===== src/rtl/board_led_spi_rx_pkg.sv =====
`default_nettype none
// ============================================================================
// Module   : board_spi_pkg
// Purpose  : Shared constants and types for the board LED SPI receiver.
//            FRAME_BITS is shared with the board-state transmitter.
// Contents : FRAME_BITS, spi_rx_state_t, cnt_width() helper.
// Revision : 1.0 - initial release
// ============================================================================
package board_spi_pkg;

    localparam int FRAME_BITS = 64;

    typedef enum logic [1:0] {
        IDLE  = 2'd0,
        SHIFT = 2'd1,
        CHECK = 2'd2
    } spi_rx_state_t;

    // Counter must hold 0..bits inclusive so saturation at FRAME_BITS is visible.
    function automatic int cnt_width(input int bits);
        return $clog2(bits + 1);
    endfunction

endpackage
`default_nettype wire


===== src/rtl/board_led_spi_rx_if.sv =====
`default_nettype none
// ============================================================================
// Module   : board_led_spi_rx_if
// Purpose  : MCU-facing SPI pins plus the committed LED mask outputs.
// Signals  : sck, sdi, load       MCU -> FPGA (asynchronous to clk)
//            ledMask, frameValid, frameErr, busy   receiver outputs
// Modports : master = MCU / stimulus side, slave = receiver side.
// Revision : 1.0 - initial release
// ============================================================================
interface board_led_spi_rx_if #(
    parameter int FRAME_BITS = 64
);
    logic                  sck;
    logic                  sdi;
    logic                  load;
    logic [FRAME_BITS-1:0] ledMask;
    logic                  frameValid;
    logic                  frameErr;
    logic                  busy;

    modport master (
        output sck, sdi, load,
        input  ledMask, frameValid, frameErr, busy
    );

    modport slave (
        input  sck, sdi, load,
        output ledMask, frameValid, frameErr, busy
    );
endinterface
`default_nettype wire


===== src/rtl/board_led_spi_rx_sync_edge.sv =====
`default_nettype none
// ============================================================================
// Module   : sync_edge
// Purpose  : SYNC_STAGES-deep flip-flop synchronizer with rise/fall detect
//            computed on the synchronized signal.
// Ports    : clk, reset (async, active-high), d (async input)
//            q (synchronized), rise / fall (one-clk pulses)
// Revision : 1.0 - initial release
// ============================================================================
module sync_edge #(
    parameter int SYNC_STAGES = 2
) (
    input  logic clk,
    input  logic reset,
    input  logic d,
    output logic q,
    output logic rise,
    output logic fall
);
    logic [SYNC_STAGES-1:0] sync_q;
    logic                   prev_q;

    always_ff @(posedge clk or posedge reset) begin
        if (reset) begin
            sync_q <= '0;
            prev_q <= 1'b0;
        end else begin
            sync_q <= {sync_q[SYNC_STAGES-2:0], d};
            prev_q <= sync_q[SYNC_STAGES-1];
        end
    end

    assign q    = sync_q[SYNC_STAGES-1];
    assign rise =  q & ~prev_q;
    assign fall = ~q &  prev_q;
endmodule
`default_nettype wire


===== src/rtl/board_led_spi_rx.sv =====
`default_nettype none
// ============================================================================
// Module   : board_led_spi_rx
// Purpose  : Oversampled SPI receiver (MCU -> FPGA) for the 64-square LED
//            mask. A frame commits only if exactly FRAME_BITS sck rises
//            arrive while load is high; otherwise frameErr pulses.
// Ports    : clk   - system clock (>= 4x sck)
//            reset - asynchronous, active-high
//            bus   - board_led_spi_rx_if.slave (sck/sdi/load in,
//                    ledMask/frameValid/frameErr/busy out)
// Revision : 1.0 - initial release
// ============================================================================
module board_led_spi_rx #(
    parameter int FRAME_BITS  = board_spi_pkg::FRAME_BITS,
    parameter int SYNC_STAGES = 2
) (
    input  logic                    clk,
    input  logic                    reset,
    board_led_spi_rx_if.slave       bus
);
    import board_spi_pkg::*;

    localparam int CNT_W = cnt_width(FRAME_BITS);

    // ------------------------------------------------------------------
    // Input synchronization. sdi goes through the same depth as sck so
    // the sampled data lines up with the detected sck rise.
    // ------------------------------------------------------------------
    logic sck_s, sck_rise, sck_fall;
    logic load_s, load_rise, load_fall;
    logic [SYNC_STAGES-1:0] sdi_sync_q;
    logic sdi_s;

    sync_edge #(.SYNC_STAGES(SYNC_STAGES)) u_sck_sync (
        .clk   (clk),
        .reset (reset),
        .d     (bus.sck),
        .q     (sck_s),
        .rise  (sck_rise),
        .fall  (sck_fall)
    );

    sync_edge #(.SYNC_STAGES(SYNC_STAGES)) u_load_sync (
        .clk   (clk),
        .reset (reset),
        .d     (bus.load),
        .q     (load_s),
        .rise  (load_rise),
        .fall  (load_fall)
    );

    always_ff @(posedge clk or posedge reset) begin
        if (reset) begin
            sdi_sync_q <= '0;
        end else begin
            sdi_sync_q <= {sdi_sync_q[SYNC_STAGES-2:0], bus.sdi};
        end
    end

    assign sdi_s = sdi_sync_q[SYNC_STAGES-1];

    // Level outputs and sck fall are not needed by the receiver.
    logic w_unused_ok;
    assign w_unused_ok = ^{sck_s, sck_fall, load_s};

    // ------------------------------------------------------------------
    // FSM, shift register, saturating counter, overflow flag, outputs
    // ------------------------------------------------------------------
    spi_rx_state_t          state_q,  state_d;
    logic [FRAME_BITS-1:0]  shreg_q,  shreg_d;
    logic [CNT_W-1:0]       cnt_q,    cnt_d;
    logic                   ovf_q,    ovf_d;
    logic [FRAME_BITS-1:0]  mask_q,   mask_d;
    logic                   valid_q,  valid_d;
    logic                   err_q,    err_d;
    logic                   busy_q;

    always_comb begin
        state_d = state_q;
        shreg_d = shreg_q;
        cnt_d   = cnt_q;
        ovf_d   = ovf_q;
        mask_d  = mask_q;
        valid_d = 1'b0;
        err_d   = 1'b0;

        unique case (state_q)
            IDLE: begin
                if (load_rise) begin
                    state_d = SHIFT;
                    cnt_d   = '0;
                    ovf_d   = 1'b0;
                end
            end
            SHIFT: begin
                // A bit arriving together with load fall still belongs to
                // the frame: shift/count happen before leaving SHIFT.
                if (sck_rise) begin
                    shreg_d = {shreg_q[FRAME_BITS-2:0], sdi_s};
                    if (cnt_q == CNT_W'(FRAME_BITS)) begin
                        ovf_d = 1'b1;
                    end else begin
                        cnt_d = cnt_q + CNT_W'(1);
                    end
                end
                if (load_fall) begin
                    state_d = CHECK;
                end
            end
            CHECK: begin
                state_d = IDLE;
                if ((cnt_q == CNT_W'(FRAME_BITS)) && !ovf_q) begin
                    mask_d  = shreg_q;
                    valid_d = 1'b1;
                end else begin
                    err_d   = 1'b1;
                end
            end
            default: begin
                state_d = IDLE;
            end
        endcase
    end

    always_ff @(posedge clk or posedge reset) begin
        if (reset) begin
            state_q <= IDLE;
            shreg_q <= '0;
            cnt_q   <= '0;
            ovf_q   <= 1'b0;
            mask_q  <= '0;
            valid_q <= 1'b0;
            err_q   <= 1'b0;
            busy_q  <= 1'b0;
        end else begin
            state_q <= state_d;
            shreg_q <= shreg_d;
            cnt_q   <= cnt_d;
            ovf_q   <= ovf_d;
            mask_q  <= mask_d;
            valid_q <= valid_d;
            err_q   <= err_d;
            // Registered from next state so busy tracks SHIFT exactly.
            busy_q  <= (state_d == SHIFT);
        end
    end

    assign bus.ledMask    = mask_q;
    assign bus.frameValid = valid_q;
    assign bus.frameErr   = err_q;
    assign bus.busy       = busy_q;
endmodule
`default_nettype wire

===== src/flat_wrapper.sv =====
// flat-port wrapper written by rule: the top's interface ports become plain ports
module board_led_spi_rx_flat import board_spi_pkg::*;
#(
    parameter int FRAME_BITS  = board_spi_pkg::FRAME_BITS,
    parameter int SYNC_STAGES = 2
)
  (clk, reset, bus_sck, bus_sdi, bus_load, bus_ledMask, bus_frameValid, bus_frameErr, bus_busy);
  board_led_spi_rx_if #(.FRAME_BITS(FRAME_BITS)) bus_i ();
  input  logic clk;
  input  logic reset;
  input wire logic [$bits(bus_i.sck)-1:0] bus_sck;
  input wire logic [$bits(bus_i.sdi)-1:0] bus_sdi;
  input wire logic [$bits(bus_i.load)-1:0] bus_load;
  output wire logic [$bits(bus_i.ledMask)-1:0] bus_ledMask;
  output wire logic [$bits(bus_i.frameValid)-1:0] bus_frameValid;
  output wire logic [$bits(bus_i.frameErr)-1:0] bus_frameErr;
  output wire logic [$bits(bus_i.busy)-1:0] bus_busy;
  assign bus_i.sck = bus_sck;
  assign bus_i.sdi = bus_sdi;
  assign bus_i.load = bus_load;
  assign bus_ledMask = bus_i.ledMask;
  assign bus_frameValid = bus_i.frameValid;
  assign bus_frameErr = bus_i.frameErr;
  assign bus_busy = bus_i.busy;
  board_led_spi_rx #(.FRAME_BITS(FRAME_BITS), .SYNC_STAGES(SYNC_STAGES)) u_core (.clk(clk), .reset(reset), .bus(bus_i));
endmodule

===== config.mk =====
export PLATFORM = sky130hd
export DESIGN_NAME = board_led_spi_rx_flat
export DESIGN_NICKNAME = d
export VERILOG_FILES = /design/src/rtl/board_led_spi_rx_pkg.sv /design/src/rtl/board_led_spi_rx_if.sv /design/src/rtl/board_led_spi_rx_sync_edge.sv /design/src/rtl/board_led_spi_rx.sv /design/src/flat_wrapper.sv
export SDC_FILE = /design/constraint.sdc
export NUM_CORES = 1
export LEC_CHECK = 0
export ABC_AREA = 1
export CORE_ASPECT_RATIO = 0.5
export CORE_MARGIN = 2
export CORE_UTILIZATION = 25
export CTS_BUF_LIST = sky130_fd_sc_hd__clkbuf_16
export CTS_CLUSTER_SIZE = 30
export DETAILED_ROUTE_END_ITERATION = 10
export PLACE_DENSITY = 0.5
export SETUP_SLACK_MARGIN = 0.4
export SLEW_MARGIN = 20
export SYNTH_ARGS = -nofsm -noshare
export SYNTH_HDL_FRONTEND = slang
export SYNTH_SLANG_ARGS = --single-unit

===== constraint.sdc =====
create_clock -name clk -period 5.9 [get_ports clk]
set_clock_uncertainty 0.2 [all_clocks]
set_input_delay 1.18 -clock clk [delete_from_list [all_inputs] [get_ports clk]]
set_output_delay 1.18 -clock clk [all_outputs]
set_load 0.005 [all_outputs]

==> results of run 1 <==
-- where the power goes --
part           switching, mW  internal [mW]  leakage [nW]
combinational         0.0651         0.0222         0.786
clock                  0.456          0.548         0.264
sequential            0.0174           1.05          2.05
-- cells by family after synthesis --
group                    count (synthesis)  synth area share, %
AND/OR/NAND/NOR                        187                13.45
flip-flops                             149                66.05
XOR/XNOR                                 2               0.3103
adder cells (fa/ha/maj)                  2               0.4432
buffers and inverters                  100                7.646
AO/OA/AOI/OAI                          133                12.10
-- routing by layer --
layer	wire length, um	up-vias
met3	241	13
met2	5385	33
met1	5354	1878
li1	-	1930
met5	0	-
met4	159	0
-- synthesized netlist by cell type --
cell	n
nand2_1	162
dfrtp_1	149
o21ai_0	101
inv_1	73
o21ai_1	27
clkbuf_1	9
nand3_1	8
nor2_1	7
buf_2	6
buf_4	5
buf_6	4
o21ai_2	4
nor2_4	3
buf_1	2
ha_1	2
xor2_1	2
inv_2	1
nand2_2	1
nand2_4	1
nand3_2	1
nand4_1	1
nor2_2	1
nor3_1	1
o21bai_1	1
or2_2	1
-- registers in the layout, summed over array words and instances (netlist names), 2 cells and up --
register,cells
u_core.cnt_q,7
u_core.u_load_sync.sync_q,2
u_core.state_q,2
u_core.bus.ledMask,64
u_core.shreg_q,64
u_core.sdi_sync_q,2
u_core.u_sck_sync.sync_q,2
-- cell type report --
class / instances / area share, %
clock buffers: 17 / 5.942
multi-input cells: 324 / 20.74
clock inverters: 15 / 1.765
well taps: 300 / 5.243
inverters: 74 / 3.985
repair buffers: 74 / 10.24
flip-flops and latches: 149 / 52.08
-- per-stage QoR --
stage | std cells | hold slack [ps] | power (mW) | area (um2)
finish | 953 | 157.8 | 2.158 | 7159
global route | 953 | 160.3 | 2.258 | 7159
CTS | 953 | 160.4 | 2.191 | 7157
detailed placement | 921 | 147.7 | 1.177 | 6605
global placement | 921 | 139.8 | 1.174 | 6605
floorplan | 573 | 131.2 | 1.150 | 5645
-- how the worst max path moves through the flow --
stage / from / endpoint / slack, ps / cells after the start
2_1_floorplan: reset / u_core.bus.busy / 510 / 1
3_5_place_dp: reset / u_core.bus.ledMask[3] / 2660 / 3
5_1_grt: u_core.state_q[1] / u_core.shreg_q[51] / 3000 / 6
6_report: u_core.bus.ledMask[39] / bus_ledMask[39] / 3210 / 1
4_1_cts: reset / u_core.shreg_q[0] / 3090 / 3
3_3_place_gp: reset / u_core.bus.ledMask[2] / 2680 / 3
==> run metrics, run 1 <==
cts repair resizes 0; Synth Register Bits 149; HP Class flip-flop to flip-flop; Tcrit/Tclk final 45.65%; antenna violations before repair 0; Antenna Violating Nets Remaining 0; worst-case reg-to-reg path depth 9; post-CTS setup buffers 0; final count of negative-setup-slack endpoints 0; maxcap violations 0; Critical Path End Type output pin; power density over the cells 301.5 nW/um2; setup TNS 0 ps; mapped cell area ~5600 um2; required time worst endpoint 4520 ps; Total Wirelength 11.14 mm; PortBufs 71; layout cells sized above 1 7.198%; post-synth top area share roughly two thirds; wire per inst 11.69 um; Clk pin slew, worst setup/hold paths 70 ps; largest net degree at the start of global routing 110; Worst R2R End u_core.bus.ledMask[44]; reg-to-reg slack, setup 3290 ps; reg-to-reg startpoint u_core.cnt_q[0]; post-DP HPWL between 6 and 7 mm; hold_buf cts 0; synth top area cells dfrtp_1, nand2_1, o21ai_0, inv_1, o21ai_1; RSZ-0062 raised after global routing false; hold path cells 0; Mapped Cells 573; Worst VDD drop 0.1686 mV; CP delay by family, top buffers and inverters; vias in the first global route 3884; final worst slack 3206 ps; final-report hold violation count 0; status completed; register area 3729 um2; max incr delay on CP between 500 and 600 ps; max frequency 371.2 MHz; Worst path slowest cell clkdlybuf4s50_1; Worst Hold Launch u_core.u_load_sync.sync_q[0]; Worst Setup Path Type flip-flop to output pin; Synth Warn # 0; # IOs 72; crit path cell chain clkdlybuf4s50_1; Tmin final 2694 ps; Initial Util 25.76%; GRT overflow 0; clock latency on the worst-skew pair 410 ps; global-route track usage on met3 2.414%; Hold Crit Endpoint u_core.u_load_sync.sync_q[1]; gr busiest metal met2; post-synth top area cell dfrtp_1; TritonCTS Buffers 17; Synthesized Nets 580; Die Y 110.3 um; Critical Path Fanout Max 2; core area 21920 um2; Total GRT Usage between 10% and 20%; Die ar. roughly 24000 um2; Leak Pwr 3.103 nW; diode count 0; Longest Clk Path Bufs 2; sequential cell area fraction in the yosys report 66.05%; GR Util met1 12.60%; first-pass GRT wire length 19.19 mm; crit path launch type flip-flop; drt first pass iters 5; # DRC 0; pre-CTS setup slack 2660 ps; area delta synth->final 26.82%; count of different cell masters after synthesis 25; Final Max Slew Viols 0; DR iter-0 viols 254; Fill cells ~2300; CTS tree built; Slew Limit Headroom 38.45%; multi-input logic area about 1500 um2; Die W 216.5 um; # rows 38; CP Buf/Inv Count 1; most frequent cells in the layout nand2_1, dfrtp_1, o21ai_0; Synth Area per Inst 9.852 um2; fin util 32.66%; met2 Usage GRT 17.12%; Placer Congestion 0.6699; H-tree depth 4; Layout Nets 647; vias post-DR 3854; via/cell ratio about 4.0; clk sinks ~150; WP data arrival 1310 ps; Tightest Pin Transition 921.0 ps; commonest non-fill, non-tap cell in the layout nand2_1; root buffer cell clkbuf_16
No activity file was read; power rests on OpenSTA's default activity.
==> run 2, diff against run 1 <==
- PLACE_DENSITY: 0.5 -> 0.52
- clock period: 5.9 -> 2.21 ns (I/O delays scaled with it)
==> run metrics, run 2 (synthesized netlist as in run 1, its figures left out) <==
layout cells sized above 1 25.36%; PortBufs 71; Critical Path End Type flip-flop; Worst Setup Path Type flip-flop to flip-flop; # IOs 72; Worst path slowest cell dfrtp_1; CP delay by family, top buffers and inverters; Leak Pwr about 3.9 nW; commonest non-fill, non-tap cell in the layout dfrtp_1; DP Area 6741 um2; RSZ-0062 raised after global routing true; Die W 216.5 um; setup TNS 0 ps; GRT overflow 0; clock latency on the worst-skew pair 420 ps; root buffer cell clkbuf_16; Final Max Slew Viols 0; antenna violations before repair 0; CTS tree built; Total Wirelength 13.16 mm; power density over the cells 720.2 nW/um2; Tcrit/Tclk final a little under nine tenths; area delta synth->final 45.57%; Fill cells 2161; Placer Congestion 0.7681; Critical Path Fanout Max 7; CP Buf/Inv Count 5; Longest Clk Path Bufs 2; wire per inst 13.19 um; most frequent cells in the layout dfrtp_1, nand2_1, inv_1; TritonCTS Buffers 17; WP data arrival about 2000 ps; fin area 8218 um2; Layout Nets between 600 and 700; vias in the first global route 4124; # rows 38; crit path launch type flip-flop; Slew Limit Headroom 67.84%; HP Class flip-flop to flip-flop; crit path cell chain inv_2 > ha_4 > nand2_2 > inv_2 > nand3_4 > nor2_4 > buf_12 > nand2_8 > buf_12 > buf_16 > nand2_2 > o21ai_2; drt first pass iters 6; Clk pin slew, worst setup/hold paths 60 ps; Initial Util approximately a quarter; core area 21920 um2; multi-input logic area 1929 um2; final-report hold violation count 0; Antenna Violating Nets Remaining 0; final worst slack 312.8 ps; Tightest Pin Transition approximately 480 ps; vias post-DR 4152; register area 3730 um2; diode count 0; Die Y 110.3 um; Worst VDD drop approximately 0.42 mV; status completed; Total GRT Usage between 10% and 20%; hold_buf cts 0; via/cell ratio about 4.2; final count of negative-setup-slack endpoints 0; # DRC 0; pre-CTS setup slack 229.4 ps; max frequency 527.1 MHz; DR iter-0 viols 216; clk sinks 149; Tmin final 1897 ps; first-pass GRT wire length 21.51 mm; fin util 37.49%; WHS 154.3 ps; H-tree depth 4; Die ar. 23870 um2; largest net degree at the start of global routing 47; required time worst endpoint 2320 ps; maxcap violations 0; post-DP HPWL ~7.5 mm; max incr delay on CP 400 ps
run 2: final cells by class:
type | instances | area share, %
repair buffers | 116 | 16.29
inverters | 74 | 3.578
clock buffers | 17 | 5.177
flip-flops and latches | 149 | 45.39
clock inverters | 15 | 1.523
multi-input cells | 327 | 23.48
well taps | 300 | 4.568
run 2: through the flow:
step / power, mW / instances
detailed placement: 3.159 / 931
global route: 6.177 / 998
global placement: 3.154 / 931
finish: 5.918 / 998
CTS: 5.969 / 993
floorplan: 3.070 / 573
run 2: layer usage:
layer | GRT usage [%] | vias to the layer above | wire length (um)
met5 | 0 | - | 0
met4 | 3.669 | 0 | 158
met3 | 4.088 | 12 | 484
met2 | 18.36 | 53 | 6152
met1 | 15.38 | 2043 | 6364
li1 | - | 2044 | -
run 2: power by group:
part           internal (mW)  total, mW  switching, mW
Clock                   1.63       2.72           1.10
Combinational          0.130      0.344          0.214
Sequential              2.81       2.85         0.0455
run 2: what timing repair did:
item,in CTS,in global routing
setup endpoints to repair,121,91
resized for setup,102,136
pin swaps,2,5
hold endpoints to repair,0,0
setup buffers,18,4
cloned,12,1
run 2: path summary, 6_finish.rpt:
kind | startpoint | endpoint | slack [ps] | cells after the start
min in group asynchronous | reset | u_core.bus.ledMask[30] | 180 | 2
hold reg to reg | u_core.sdi_sync_q[0] | u_core.sdi_sync_q[1] | 150 | 0
setup reg to reg | u_core.cnt_q[1] | u_core.bus.ledMask[62] | 310 | 12
setup / recovery | u_core.cnt_q[1] | u_core.bus.ledMask[62] | 310 | 12
hold / removal | u_core.sdi_sync_q[0] | u_core.sdi_sync_q[1] | 150 | 0
max in group asynchronous | reset | u_core.shreg_q[27] | 1040 | 3
==> RTL edit 1 (config.mk and constraints of run 1) <==
Take the reset off `shreg_q` and load it in a clocked block of its own.
--- a/src/rtl/board_led_spi_rx.sv
+++ b/src/rtl/board_led_spi_rx.sv
@@ -125,7 +125,6 @@
     always_ff @(posedge clk or posedge reset) begin
         if (reset) begin
             state_q <= IDLE;
-            shreg_q <= '0;
             cnt_q   <= '0;
             ovf_q   <= 1'b0;
             mask_q  <= '0;
@@ -134,7 +133,6 @@
             busy_q  <= 1'b0;
         end else begin
             state_q <= state_d;
-            shreg_q <= shreg_d;
             cnt_q   <= cnt_d;
             ovf_q   <= ovf_d;
             mask_q  <= mask_d;
@@ -145,6 +143,10 @@
         end
     end
 
+    always_ff @(posedge clk) begin
+        shreg_q <= shreg_d;
+    end
+
     assign bus.ledMask    = mask_q;
     assign bus.frameValid = valid_q;
     assign bus.frameErr   = err_q;
Function: no difference found for any inputs over 10 cycles, from zero or initial values and one cycle with reset high; that may be too few to reach the edited logic, so the function may still have changed.
==> RTL edit 1 against run 1 <==
- synthesized cell count down 22%
- sequential cell count unchanged
- worst setup slack worse by 0.072 ns
- power up 0.17%
- area after synthesis down 2.9%
- clock power down 6%
- wire length down 2.8%
- design area down 3.0%
- critical path type is now register to register
- critical endpoint is now u_core.bus.ledMask[9]
- largest cell class unchanged
==> RTL edit 1: results (changes against run 1) <==
DP HPWL = 6.521 mm (was 6.977 mm)
Hold Path End = u_core.u_sck_sync.sync_q[1] (was u_core.u_load_sync.sync_q[1])
post-DR vias/cell = 3.955 (was 4.044)
n_diodes = 0 (unchanged)
largest fanout on the critical path = 65 (was 2)
first-pass GRT wire length = 17.40 mm (was 19.19 mm)
TritonRoute pass-1 iters = 7 (was 5)
Filler Cell Count = 2237 (was 2264)
CTS Buffer Depth = 2 (unchanged)
top post-synthesis cells by area = dfrtp_1 (39%), edfxtp_1 (35%), nand2_1 (11%) (was dfrtp_1 (66%), nand2_1 (11%), o21ai_0 (9.0%))
R2R Path End = u_core.bus.ledMask[9] (was u_core.bus.ledMask[44])
hold path start = u_core.u_sck_sync.sync_q[0] (was u_core.u_load_sync.sync_q[0])
FF-to-FF path depth = 6 (was 9)
Hold Crit Class = register to register (unchanged)
post-place instance area = 6426 sq um (was 6605 sq um)
port buffer count = 71 (unchanged)
Reg clk slew, reported paths = 0.06 ns
Synth top cells by count = nand2_1 (156), dfrtp_1 (85), nand3_1 (67), edfxtp_1 (64), inv_1 (16) (was nand2_1 (162), dfrtp_1 (149), o21ai_0 (101), inv_1 (73), o21ai_1 (27))
register area share after synthesis = 0.7388 (was 0.6605)
later-pin clock latency in the skew report = 0.41 ns (about the same)
WHS Path Cells = 0 (unchanged)
drt total wl = 10.83 mm (was 11.14 mm)
depth of the CTS H-tree = 4 (unchanged)
vias in the first global route = 3277 (was 3884)
post-CTS setup repair buffer count = 0 (unchanged)
Final nets = 524 (was 647)
r2r setup slk = 3.13 ns (was 3.29 ns)
share of cells above drive strength 1 = 0.09434 (was 0.07198)
global-route usage over all layers = 0.09824 (was 0.1011)
synth warn = 0 (unchanged)
DRT iter0 DRCs = 177 (was 254)
count of cell types in the netlist = 21 (was 25)
status = completed (unchanged)
leak pwr = 2.970 nW (was 3.103 nW)
CTS root buffer = clkbuf_16 (unchanged)
actual slew at the worst max-slew pin = 1.012 ns (was 0.9210 ns)
Setup crit start = u_core.state_q[0] (was u_core.bus.ledMask[39])
initial antenna violation count = 0 (unchanged)
Die Width = 213.4 microns (was 216.5 microns)
Placer Congestion = 0.7427 (was 0.6699)
syn_nets = 452 (was 580)
largest net degree at the start of global routing = 86 (was 110)
post_cts resized = 0 (unchanged)
async set-reset flop share out of synthesis = 0.5705 (was 1.000)
Post-synth EDFFs = 64 (was 0)
CTS buffer count = 17 (unchanged)
maximum VDD drop = 180.4 uV (was 168.6 uV)
[RTL edit 1: stage by stage]
| stage | hold slack (ns) | setup WS, ns | instances | power, mW | util |
|---|---|---|---|---|---|
| final | 0.1456 | 3.135 | 830 | 2.162 | 0.3217 |
| after global routing | 0.1545 | 2.844 | 830 | 2.250 | 0.3217 |
| after CTS | 0.1488 | 3.055 | 830 | 2.192 | 0.3216 |
| after detailed placement | 0.1356 | 3.063 | 798 | 1.247 | 0.2977 |
| after global placement | 0.1330 | 3.106 | 798 | 1.243 | 0.2977 |
| after floorplan | 0.1312 | 2.327 | 445 | 1.214 | - |
[RTL edit 1: cell type report]
type,count,area (sq um),share of cell area
Timing Repair Buffer,75,740.7,0.1067
Inverter,18,72.57,0.01045
Clock buffer,17,425.4,0.06126
Tap cell,300,375.4,0.05405
Clock inverter,15,90.09,0.01297
Sequential cell,149,4049,0.5831
Multi-Input combinational cell,256,1191,0.1715
[RTL edit 1: cells by family (layout without fill, tap and decap cells)]
logic type	count (synthesis)	after routing	synth area share
AOI/OAI and AO/OA	4	4	0.003653
and+or+nand+nor	250	250	0.2069
buffers and inverters	40	125	0.04612
DFF	149	149	0.7388
adders and majority gates	2	2	0.004565
[RTL edit 1: worst max-delay path, cell delays in order (launching register included)]
cell and delay [ns]:
dfrtp_1 0.43, nor2_4 0.11, buf_4 0.56, nand4_1 0.61
buf_4 0.54, nand2_1 0.13, nand2_1 0.05
[RTL edit 1: report_power, final]
part,internal (mW),switching (mW)
Sequential,1.12,0.0219
Combinational,0.0205,0.0602
Clock,0.529,0.409
[RTL edit 1: layer usage]
metal,GRT usage,share of wire,up-vias
met5,0,0,-
met4,0.03720,0.011,0
met3,0.02563,0.025,11
met2,0.1535,0.47,42
met1,0.1319,0.49,1615
li1,-,-,1615
[RTL edit 1: worst max path at each step]
stage                              to  slack [ns]  cells past startpoint
6_report        u_core.bus.ledMask[9]        3.13                      6
5_1_grt        u_core.bus.ledMask[18]        2.84                      6
4_1_cts        u_core.bus.ledMask[15]        3.06                      6
3_5_place_dp   u_core.bus.ledMask[21]        3.06                      6
3_3_place_gp    u_core.bus.ledMask[5]        3.11                      6
2_1_floorplan         u_core.bus.busy        2.33                      1
==> RTL edit 2 (config.mk and constraints of run 1) <==
Made on the original files. `FRAME_BITS` is set to 64 in 2 places; all go to 32.
--- a/src/rtl/board_led_spi_rx_pkg.sv
+++ b/src/rtl/board_led_spi_rx_pkg.sv
@@ -8,7 +8,7 @@
 // ============================================================================
 package board_spi_pkg;
 
-    localparam int FRAME_BITS = 64;
+    localparam int FRAME_BITS = 32;
 
     typedef enum logic [1:0] {
         IDLE  = 2'd0,
--- a/src/rtl/board_led_spi_rx_if.sv
+++ b/src/rtl/board_led_spi_rx_if.sv
@@ -8,7 +8,7 @@
 // Revision : 1.0 - initial release
 // ============================================================================
 interface board_led_spi_rx_if #(
-    parameter int FRAME_BITS = 64
+    parameter int FRAME_BITS = 32
 );
     logic                  sck;
     logic                  sdi;
Interface: changed (resized bus_ledMask); port bits go from 72 to 40. No check against the original RTL was run, so the function may have changed too.
==> RTL edit 2 against run 1 <==
- worst hold slack got worse by 0.0052 ns
- wire length shrank 48%
- design area decreased by 42%
- sequential cell count down 65
- fmax grew 3.0%
- area after synthesis down 41%
- power shrank 43%
- worst setup slack improved by 0.078 ns
- first-iteration DRC count shrank 56%
- largest power group unchanged
==> RTL edit 2: results (changes against run 1) <==
Hold Crit Class = register to register (unchanged)
Synth top cells by count = dfrtp_1 (84), nand2_1 (84), inv_1 (42), o21ai_0 (38), o21ai_2 (31) (was nand2_1 (162), dfrtp_1 (149), o21ai_0 (101), inv_1 (73), o21ai_1 (27))
port buffer count = 39 (was 71)
share of cells above drive strength 1 = 0.1599 (was 0.07198)
CP Data Arrival Time = 1.24 ns (was 1.31 ns)
routed via count = 2136 (was 3854)
Placed Cells = 523 (was 921)
first-pass GRT wire length = 10.33 mm (was 19.19 mm)
n_diodes = 0 (unchanged)
CP top delay family = buffers and inverters (unchanged)
FF-to-FF path depth = 7 (was 9)
TritonRoute pass-1 iters = 4 (was 5)
later-pin clock latency in the skew report = 0.33 ns (was 0.41 ns)
count of cell types in the netlist = 23 (was 25)
post-place instance area = 3866 sq um (was 6605 sq um)
Place WS = 2.976 ns (was 2.660 ns)
Mapped Avg Cell Area = 10.30 sq um (was 9.852 sq um)
metal3 WL = 210 microns (was 241 microns)
met1 WL = 2.979 mm (was 5.354 mm)
drt total wl = 5.775 mm (was 11.14 mm)
top post-synthesis cells by area = dfrtp_1 (63%), nand2_1 (9.4%), o21ai_2 (8.1%) (was dfrtp_1 (66%), nand2_1 (11%), o21ai_0 (9.0%))
DP HPWL = 3.704 mm (was 6.977 mm)
Final nets = 371 (was 647)
routed wl met2 = 2.476 mm (was 5.385 mm)
global-route usage over all layers = 0.09154 (was 0.1011)
r2r setup slk = 3.54 ns (was 3.29 ns)
largest fanout on the critical path = 2 (unchanged)
largest net degree at the start of global routing = 65 (was 110)
register area share after synthesis = 0.6278 (was 0.6605)
depth of the CTS H-tree = 3 (was 4)
CTS Buffer Depth = 2 (unchanged)
fin cells = 539 (was 953)
post-CTS setup repair buffer count = 0 (unchanged)
R2R Path End = u_core.bus.ledMask[22] (was u_core.bus.ledMask[44])
initial antenna violation count = 0 (unchanged)
hold path start = u_core.sdi_sync_q[0] (was u_core.u_load_sync.sync_q[0])
synth warn = 0 (unchanged)
status = completed (unchanged)
syn_nets = 332 (was 580)
CTS buffer count = 9 (was 17)
leak pwr = 1.802 nW (was 3.103 nW)
Placer Congestion = 0.7455 (was 0.6699)
Reg clk slew, reported paths = 0.06 ns
Hold Path End = u_core.sdi_sync_q[1] (was u_core.u_load_sync.sync_q[1])
maximum VDD drop = 98.81 uV (was 168.6 uV)
Rel. slew slack = 0.3807 (was 0.3845)
slowest cell on the critical path = clkdlybuf4s50_1 (unchanged)
post_cts resized = 0 (unchanged)
worst hold slack = 0.1526 ns (was 0.1578 ns)
DRT iter0 DRCs = 112 (was 254)
RTL edit 2: changes by cell type after synthesis, sizes merged, moves of 2 or more:
cell | before | now
xor2 | 2 | 0
buf | 17 | 9
inv | 74 | 45
dfrtp | 149 | 84
nor2 | 11 | 7
o21ai | 132 | 70
nand2 | 164 | 89
clkbuf | 9 | 3
nand3 | 9 | 11
RTL edit 2: cell families after synthesis:
family                   Yosys count  synth area share
flip-flops                        84            0.6278
AO/OA/AOI/OAI                     73            0.1461
AND/OR/NAND/NOR                  109            0.1401
buffers and inverters             57           0.07847
adder cells (fa/ha/maj)            2          0.007473
RTL edit 2: layout make-up:
cell class	instances	area, sq um
Inverter	45	170.2
Clock inverter	7	35.03
Multi-Input combinational cell	184	983.4
Clock buffer	9	225.2
Timing Repair Buffer	40	397.9
Sequential cell	84	2102
Fill cell	1298	8755
Tap cell	170	212.7
RTL edit 2: worst max path at each step:
stage,start,endpoint,slack [ns],cells after the start
after global routing,reset,u_core.bus.ledMask[15],3.18,3
after CTS,u_core.bus.ledMask[29],bus_ledMask[29],3.27,1
after global placement,reset,u_core.bus.ledMask[14],2.97,3
after detailed placement,reset,u_core.bus.ledMask[14],2.98,3
final,u_core.bus.ledMask[29],bus_ledMask[29],3.28,1
after floorplan,reset,u_core.bus.busy,2.35,1
RTL edit 2: per-layer routing:
metal	vias up	track usage
met5	-	0
met4	0	0.05138
met3	11	0.03184
met2	27	0.1298
met1	998	0.1224
li1	1100	-
RTL edit 2: report_power, final:
group,internal [mW],leakage (nW),switching [mW]
sequential,0.611,1.15,0.0222
clock,0.279,0.134,0.215
combinational,0.0332,0.523,0.0746
total,0.923,1.80,0.312
